### src/rtl/rom_reader.sv
`default_nettype none
// ============================================================================
// Module   : rom_reader
// Purpose  : Burst reader that walks a combinational ROM and hands each word
//            to a ready/valid consumer while keeping a running sum.
// Revision : 1.0
// ============================================================================
module rom_reader #(
    parameter int ADDR_W = 5,
    parameter int DATA_W = 8
) (
    input  logic                clk,
    input  logic                reset,
    input  logic                start,
    input  logic [ADDR_W-1:0]   base_addr,
    input  logic [ADDR_W:0]     length,
    output logic [ADDR_W-1:0]   rom_addr,
    input  logic [DATA_W-1:0]   rom_data,
    output logic [DATA_W-1:0]   out_data,
    output logic                out_valid,
    input  logic                out_ready,
    output logic                busy,
    output logic                done,
    output logic [DATA_W+4:0]   sum
);

    typedef enum logic [1:0] {
        IDLE  = 2'd0,
        FETCH = 2'd1,
        SEND  = 2'd2,
        DONE  = 2'd3
    } state_t;

    localparam logic [ADDR_W:0]   MAX_LEN  = {1'b1, {ADDR_W{1'b0}}};
    localparam logic [ADDR_W:0]   LEN_ONE  = {{ADDR_W{1'b0}}, 1'b1};
    localparam logic [ADDR_W-1:0] ADDR_ONE = {{(ADDR_W-1){1'b0}}, 1'b1};

    state_t              state_q, state_d;
    logic [ADDR_W-1:0]   addr_q, addr_d;
    logic [ADDR_W:0]     remaining_q, remaining_d;
    logic [DATA_W-1:0]   data_q, data_d;
    logic                valid_q, valid_d;
    logic [DATA_W+4:0]   sum_q, sum_d;

    always_ff @(posedge clk or posedge reset) begin
        if (reset) begin
            state_q     <= IDLE;
            addr_q      <= '0;
            remaining_q <= '0;
            data_q      <= '0;
            valid_q     <= 1'b0;
            sum_q       <= '0;
        end else begin
            state_q     <= state_d;
            addr_q      <= addr_d;
            remaining_q <= remaining_d;
            data_q      <= data_d;
            valid_q     <= valid_d;
            sum_q       <= sum_d;
        end
    end

    always_comb begin
        state_d     = state_q;
        addr_d      = addr_q;
        remaining_d = remaining_q;
        data_d      = data_q;
        valid_d     = valid_q;
        sum_d       = sum_q;
        case (state_q)
            IDLE: begin
                if (start && (length != '0)) begin
                    addr_d      = base_addr;
                    // Oversized requests are clamped to one full ROM sweep.
                    remaining_d = (length > MAX_LEN) ? MAX_LEN : length;
                    sum_d       = '0;
                    state_d     = FETCH;
                end
            end
            FETCH: begin
                data_d  = rom_data;
                valid_d = 1'b1;
                state_d = SEND;
            end
            SEND: begin
                if (out_ready) begin
                    valid_d     = 1'b0;
                    sum_d       = sum_q + {5'b0, data_q};
                    remaining_d = remaining_q - LEN_ONE;
                    if (remaining_q == LEN_ONE) begin
                        state_d = DONE;
                    end else begin
                        addr_d  = addr_q + ADDR_ONE;
                        state_d = FETCH;
                    end
                end
            end
            DONE: begin
                state_d = IDLE;
            end
            default: begin
                state_d = IDLE;
            end
        endcase
    end

    assign rom_addr  = addr_q;
    assign out_data  = data_q;
    assign out_valid = valid_q;
    assign sum       = sum_q;
    assign busy      = (state_q != IDLE);
    assign done      = (state_q == DONE);

endmodule
`default_nettype wire
### config.mk
export PLATFORM = sky130hd
export DESIGN_NAME = rom_reader
export DESIGN_NICKNAME = d
export VERILOG_FILES = /design/src/rtl/rom_reader.sv
export SDC_FILE = /design/constraint.sdc
export NUM_CORES = 1
export LEC_CHECK = 0
export BUFFER_PORTS_ARGS = -buffer_cell sky130_fd_sc_hd__buf_2
export CORE_ASPECT_RATIO = 0.5
export CORE_UTILIZATION = 53
export CTS_CLUSTER_SIZE = 20
export DETAILED_ROUTE_END_ITERATION = 8
export PLACE_DENSITY = 0.8
export REMOVE_ABC_BUFFERS = 1
export SLEW_MARGIN = 5
export SYNTH_ARGS = -nofsm -noshare
export SYNTH_HDL_FRONTEND = slang
export SYNTH_SLANG_ARGS = --single-unit
export TNS_END_PERCENT = 100
### constraint.sdc
create_clock -name clk -period 3.2 [get_ports clk]
set_clock_uncertainty 0.2 [all_clocks]
set_input_delay 0.64 -clock clk [delete_from_list [all_inputs] [get_ports clk]]
set_output_delay 0.64 -clock clk [all_outputs]
set_load 0.02 [all_outputs]
# Yosys cells after proc, flatten, opt, wreduce, memory -nomap -nowiden
# Cells that the tools add are included.
# op_classes
n_eq_ne	7
n_reduce_logical	10
order_cmp	1
addsub	3
n_mux	17
# ops
cell	n
$mux 13	2
$pmux 13 s2	1
$mux 6	3
$mux 5	3
$add 13x8->13	1
$pmux 6 s2	1
$pmux 5 s2	1
$pmux 2 s4	1
$eq 6x1->1 const B	1
$gt 6x6->1 const B	1
$mux 2	3
$ne 2x2->1 const B	3
$reduce_bool 2->1	3
$reduce_bool 6->1	1
$sub 6x1->6 const B	1
$add 5x1->5 const B	1
$eq 2x2->1 const B	2
$reduce_and 2->1	2
$reduce_and 4->1	1
$reduce_and 3->1	1
$eq 2x1->1 const B	1
$logic_not 2->1	1
$pmux 1 s2	1
$logic_and 1x1->1	1
$mux 1	1
# totals
in_bits	23
out_inout_bits	29
reg_bits	35
elab_cells	44

# Longest topological paths before layout
# Gate-level depths: netlist of run 1.
# depth
ltp_word	4
ltp_mapped	8
ltp_nobuf	8

# Worst setup path after synthesis of run 1
# OpenSTA, ideal clock, no wires.
# synth_path
path_kind	flip-flop to flip-flop
from	reg sum_q[0] (netlist: sum[0])
to	reg sum_q[10] (netlist: sum[10])
n_path_buf	0
period_less_slack_ns	2.431
t_required_ns	2.927
path_stages_with_launch	9
arrival_time_ns	2.157
setup_time_ns	0.073
slack_ns	0.769
cell_sequence	dfrtp_1 > ha_1 > inv_1 > fa_1 > nor2b_1 > o31a_1 > o21ai_1 > or4_1 > a21oi_2
# synth_between
elab_chain_cells	3
# synth_lines
item	line_no	text
start, declared	43	logic [DATA_W+4:0] sum_q, sum_d;
start signal, assigned	59	sum_q <= sum_d;
$add 13x8->13	88	sum_d = sum_q + {5'b0, data_q};
$mux 13	86	if (out_ready) begin
$pmux 13 s2	70	case (state_q)
# No other way between the ends. The select of a mux whose other input is x is not followed.
# A chain may end at the register's enable or synchronous reset.

# Final worst setup path of run 1
# layout_path
from	reg data_q[0] (netlist: out_data[0])
to	reg sum_q[12] (netlist: sum[12])
# layout_between
elab_chain_cells	3
# layout_lines
item	line_no	text
start, declared	41	logic [DATA_W-1:0] data_q, data_d;
start signal, assigned	57	data_q <= data_d;
$add 13x8->13	88	
$mux 13	86	
$pmux 13 s2	70	
# No other way between the ends. The select of a mux whose other input is x is not followed.

==> impl_metrics.csv, run 1 <==
group,metric,value,unit
status,run_status,"finished clean",
placed_design,dp_hpwl,3360,µm
sta,setup_violations,0,
worst_setup_path,worst-path-buf-inv,1,
sta,whs,238,ps
global_route,grt_pass1_vias,1656,
power_and_ir_drop,ir_drop,483,µV
power_and_ir_drop,p_per_area,994,mW/mm²
min_path,hp-class,"input port to asynchronous set/reset pin",
global_route,antenna_found_initial,0,
worst_setup_path,crit_end,"sum[12]",
worst_setup_path,path_cells,"ha_1 -> inv_1 -> fa_1 -> nor2b_1 -> o31a_1 -> o21ai_1 -> or4_1 -> a21oi_2",
placed_design,dp_slack,546,ps
placed_design,post-place-cells,307,
layout,multi_input_area,0.00107,mm²
synth,synth_top_area_share,42.8,%
detailed_routing,viasPerCell,5.57,
cts,postCtsSetupBuffers,0,
global_route,grt-ovfl-total,0,
cts,insertion_delay,290,ps
synth,yosysWarnings,0,
worst_setup_path,cp_slowest_cell,"or4_1",
sta,tightest_slew,984,ps
synth,yosysSeqAreaShare,42.8,%
worst_setup_path,crit_type,"flip-flop to flip-flop",
run,maxCapViolations,0,
die,num_rows,15,
sta,tns,0,ps
cts,cts_made_buffers,5,
detailed_routing,antenna_left,0,
synth,syn_area_per_cell,9.75,µm²
synth,synthFlopType,"dfrtp_1",
cts,cts_resized,0,
synth,synthMostInstantiatedCell,"dfrtp_1",
detailed_routing,drt_iter0_drc,43,
layout,n_fill_cell,296,
worst_setup_path,crit_family,"simple AND/OR/NAND/NOR gates",
placed_design,port_buffers,51,
synth,synth.distinct_cells,50,
worst_setup_path,end_kind,"flip-flop",
worst_setup_path,crit_start,"out_data[0]",
die,num_io_pins,52,
layout,regArea,876,µm²
detailed_routing,wl_per_cell,14.4,µm
detailed_routing,via_count,1755,
worst_setup_path,crit_path_start_kind,"flip-flop",
synth,synth-edff-count,0,
worst_setup_path,r2r_slack,600,ps
synth,synth_area,0.00205,mm²
sta,hold_violations,0,
worst_setup_path,path_depth,8,
sta,min_period,2600,ps
layout,diodes,0,
sta,slew_headroom,34.2,%
synth,synth.top_cells.by_count,"35 x dfrtp_1, 20 x nand2_1, 14 x o21ai_0",
placed_design,place_congestion,0.854,
cts,max-clock-path-buffers,2,
die,die_x,89.9,µm
cts,root_buffer,"clkbuf_8",
detailed_routing,dr.pass1.iters,4,
worst_setup_path,reg2reg_from,"out_data[0]",
cts,h-tree-depth,2,
worst_setup_path,required,3220,ps
die,chipHeight,45.9,µm
layout,fin_nets,298,
global_route,grt_usage,23.8,%
synth,synth_top_cell_by_area,"dfrtp_1",
synth,ys_top_cells_by_area,"dfrtp_1 43%, ha_1 6.7%, mux2_2 3.9%",
worst_setup_path,crit_path_max_incr_delay,520,ps
worst_setup_path,reg2reg_to,"sum[12]",
die,core_area,0.00357,mm²
sta,report.final.slew_viol_count,0,
layout,drive_gt1_share,29.5,%
detailed_routing,route.detailed.drc,0,
layout,fin_cells,315,
layout,syn2layout_area_growth,18.3,%
worst_setup_path,crit_fanout,6,
sta,fin_ws,599,ps
sta,rsz0062_at_grt,"false",
worst_setup_path,rr_worst_depth,8,
die,start_util,57.4,%
synth,synthCells,210,
detailed_routing,wl,4550,µm
cts,cts.clk_slew.worst_paths,70,ps
worst_setup_path,arrival,2620,ps
die,die_area,0.00413,mm²
cts,cts_hold_buf,0,
synth,async_reset_ff_share,100,%
sta,fin_crit_sh,81.3,%
sta,clock.fmax,0.384,GHz
global_route,grt_max_degree,36,
cts,tritoncts,"yes",
cts,cts.sinks,35,
synth,ys_seq_elements,35,
power_and_ir_drop,power_leakage,1.17,nW
global_route,grt_pass1_wl,7450,µm
-- layout by cell type (no fill, tap or decap), types with 4 or more instances in the layout --
master    synthesis  final
clkbuf_8          0      5
a31oi_1           6      6
nor2b_1           5      5
nand3_1           6      6
ha_1             11     11
mux2_2            7      7
o21ai_0          14     14
inv_1            13     13
dfrtp_1          35     35
nand2_1          20     20
nor2_1           13     13
a21oi_1          13     13
buf_2             0     51
a21oi_2           5      5
nor3_1            4      4
-- where the power goes --
part,internal [mW],switching (mW)
combinational,0.521,0.795
sequential,0.620,0.161
clock,0.153,0.157
total,1.29,1.11
-- worst min-delay path, stage by stage --
cell and delay (ps):
buf_2 90, inv_1 40, buf_4 390
-- cell families after synthesis --
group,count (synthesis),synth area share [%]
flip-flops,35,42.8
adder cells (fa/ha/maj),12,7.70
AO/OA/AOI/OAI,69,23.5
XOR/XNOR,2,0.856
multiplexers,9,4.83
AND/OR/NAND/NOR,62,15.6
buffers and inverters,21,4.77
-- through the flow --
stage	power, mW	utilization (%)	instance area (µm²)
6_report	2.41	67.9	2420
3_3_place_gp	2.04	65.6	2340
5_1_grt	2.59	67.9	2420
3_5_place_dp	2.10	65.6	2340
2_1_floorplan	1.72	-	2000
4_1_cts	2.42	67.9	2420
-- layer usage --
layer,track usage (%),vias up,routed length [µm]
li1,-,870,-
met1,28.4,841,2090
met2,43.8,37,2180
met3,6.83,7,225
met4,6.45,0,54
met5,0,-,0
-- registers in the layout, indices dropped and copies added, names as in the netlist --
| signal | cells |
|---|---|
| out_valid | 1 |
| sum | 13 |
| state_q | 2 |
| rom_addr | 5 |
| remaining_q | 6 |
| out_data | 8 |
-- layout make-up --
cell class              instances  area share [%]
flip-flops and latches         35            36.2
clock buffers                   7            3.15
repair buffers                 54            11.5
clock inverters                 1           0.207
well taps                      51            2.64
multi-input cells             154            44.3
inverters                      13            2.02
-- worst min-delay path by stage --
| stage | endpoint |
|---|---|
| 6_report | state_q[1] |
| 5_1_grt | state_q[1] |
| 4_1_cts | out_valid |
| 3_5_place_dp | out_valid |
| 3_3_place_gp | out_valid |
| 2_1_floorplan | remaining_q[4] |
(Power assumes the default switching activity.)
==> run 2: changes to the inputs <==
- clock period: 3.2 -> 2.53 ns (I/O delays scaled with it)
==> run 2 against run 1 <==
  * Global-route usage decreased by 0.82 points
  * Clock power grew 29%
  * Utilization up 1.7 points
  * Critical path depth is 1 higher
  * Critical endpoint is now sum[6]
  * Largest power group unchanged
  * Highest routed layer unchanged
==> impl_metrics.csv, run 2 (synthesis results as in run 1) <==
group,metric,value,unit
global_route,grt_max_degree,36,
detailed_routing,viasPerCell,5.60,
sta,hold_violations,0,
min_path,hp-class,"input port to asynchronous set/reset pin",
placed_design,dp_hpwl,3290,µm
worst_setup_path,crit_type,"flip-flop to flip-flop",
cts,max-clock-path-buffers,2,
worst_setup_path,worst-path-buf-inv,2,
sta,tns,0,ps
power_and_ir_drop,ir_drop,607,µV
worst_setup_path,end_kind,"flip-flop",
cts,cts.sinks,35,
global_route,grt-ovfl-total,0,
layout,drive_gt1_share,32.3,%
detailed_routing,route.detailed.drc,0,
detailed_routing,via_count,1793,
detailed_routing,dr.pass1.iters,4,
cts,h-tree-depth,2,
global_route,antenna_found_initial,0,
detailed_routing,drt_iter0_drc,73,
placed_design,place_congestion,0.890,
worst_setup_path,crit_path_max_incr_delay,400,ps
cts,cts.clk_slew.worst_paths,70,ps
sta,setup_violations,0,
layout,diodes,0,
layout,utilization,69.6,%
worst_setup_path,crit_family,"compound AO/OA/AOI/OAI gates",
status,run_status,"finished clean",
power_and_ir_drop,p_per_area,1260,mW/mm²
layout,largest_reg_flops,13,
cts,insertion_delay,290,ps
sta,rsz0062_at_grt,"false",
global_route,grt_usage,22.9,%
layout,n_fill_cell,293,
global_route,grt_pass1_wl,7280,µm
detailed_routing,wl_per_cell,14.2,µm
sta,fin_crit_sh,96.3,%
die,num_io_pins,52,
cts,root_buffer,"clkbuf_8",
worst_setup_path,crit_path_start_kind,"flip-flop",
layout,fin_nets,303,
cts,cts_made_buffers,5,
sta,whs,103,ps
sta,slew_headroom,69.3,%
die,chipHeight,45.9,µm
sta,min_period,2440,ps
die,core_area,0.00357,mm²
worst_setup_path,path_cells,"ha_2 -> inv_1 -> fa_2 -> nor2b_2 -> o31a_1 -> buf_4 -> o21a_1 -> or3_1 -> a32o_1",
die,start_util,57.4,%
worst_setup_path,cp_slowest_cell,"dfrtp_1",
die,die_x,89.9,µm
worst_setup_path,arrival,2420,ps
detailed_routing,antenna_left,0,
layout,final_cell_mix,"51 x buf_2, 35 x dfrtp_1, 20 x nand2_1",
global_route,grt_pass1_vias,1659,
sta,tightest_slew,457,ps
sta,report.final.slew_viol_count,0,
sta,clock.fmax,0.410,GHz
die,die_area,0.00413,mm²
die,num_rows,15,
run,maxCapViolations,0,
worst_setup_path,required,2510,ps
detailed_routing,wl,4540,µm
worst_setup_path,crit_fanout,3,
layout,final_common_cell,"buf_2",
cts,tritoncts,"yes",
power_and_ir_drop,power_leakage,1.20,nW
placed_design,port_buffers,51,
layout,syn2layout_area_growth,21.3,%
## run 2: layer usage
layer	global-route usage (%)	routed length [µm]	vias up
met5	0	0	-
met4	7.42	47	0
met3	6.17	176	9
met2	43.5	2230	38
met1	26.5	2090	867
li1	-	-	879
## run 2: stage by stage
step	area (µm²)	cells	power, mW	setup slack [ps]
final	2480	320	3.12	93.0
after global routing	2480	320	3.36	6.02
after CTS	2450	317	3.09	41.3
after detailed placement	2370	309	2.68	34.2
after global placement	2370	309	2.62	152
after floorplan	2000	202	2.17	99.5
## run 2: final cells by class
| class | count | area (µm²) | area share, % |
|---|---|---|---|
| Tap cell | 51 | 63.8 | 2.57 |
| Clock inverter | 1 | 5.00 | 0.202 |
| Multi-Input combinational cell | 154 | 1080 | 43.7 |
| Sequential cell | 35 | 876 | 35.3 |
| Inverter | 13 | 48.8 | 1.97 |
| Timing Repair Buffer | 59 | 328 | 13.2 |
| Clock buffer | 7 | 76.3 | 3.07 |
## run 2: tightest hold or removal path, stage by stage
cell	delay (ps)
buf_2	90
inv_1	40
buf_4	390
## run 2: power breakdown
part	leakage, nW	switching, mW	internal [mW]	total (mW)
combinational	0.723	1.02	0.721	1.74
clock	0.0422	0.207	0.193	0.401
sequential	0.436	0.199	0.784	0.984
## run 2: path summary, 6_finish.rpt
path / slack, ps / cells past startpoint / startpoint / to
min in group clk: 220 / 3 / rom_data[1] / out_data[1]
worst max register to register: 90 / 9 / out_data[0] / sum[6]
worst min-delay path: 100 / 3 / reset / out_valid
worst min register to register: 310 / 2 / out_valid / out_valid
max in group asynchronous: 1710 / 3 / reset / out_data[3]
worst max-delay path: 90 / 9 / out_data[0] / sum[6]
## run 2: what timing repair did
item | in CTS | in global routing
pin swaps | 0 | 1
endpoints found under the hold margin | 0 | 0
hold buffers | 0 | 0
buffers inserted | 0 | 3
resized for setup | 1 | 3
endpoints found under the setup margin | 1 | 2
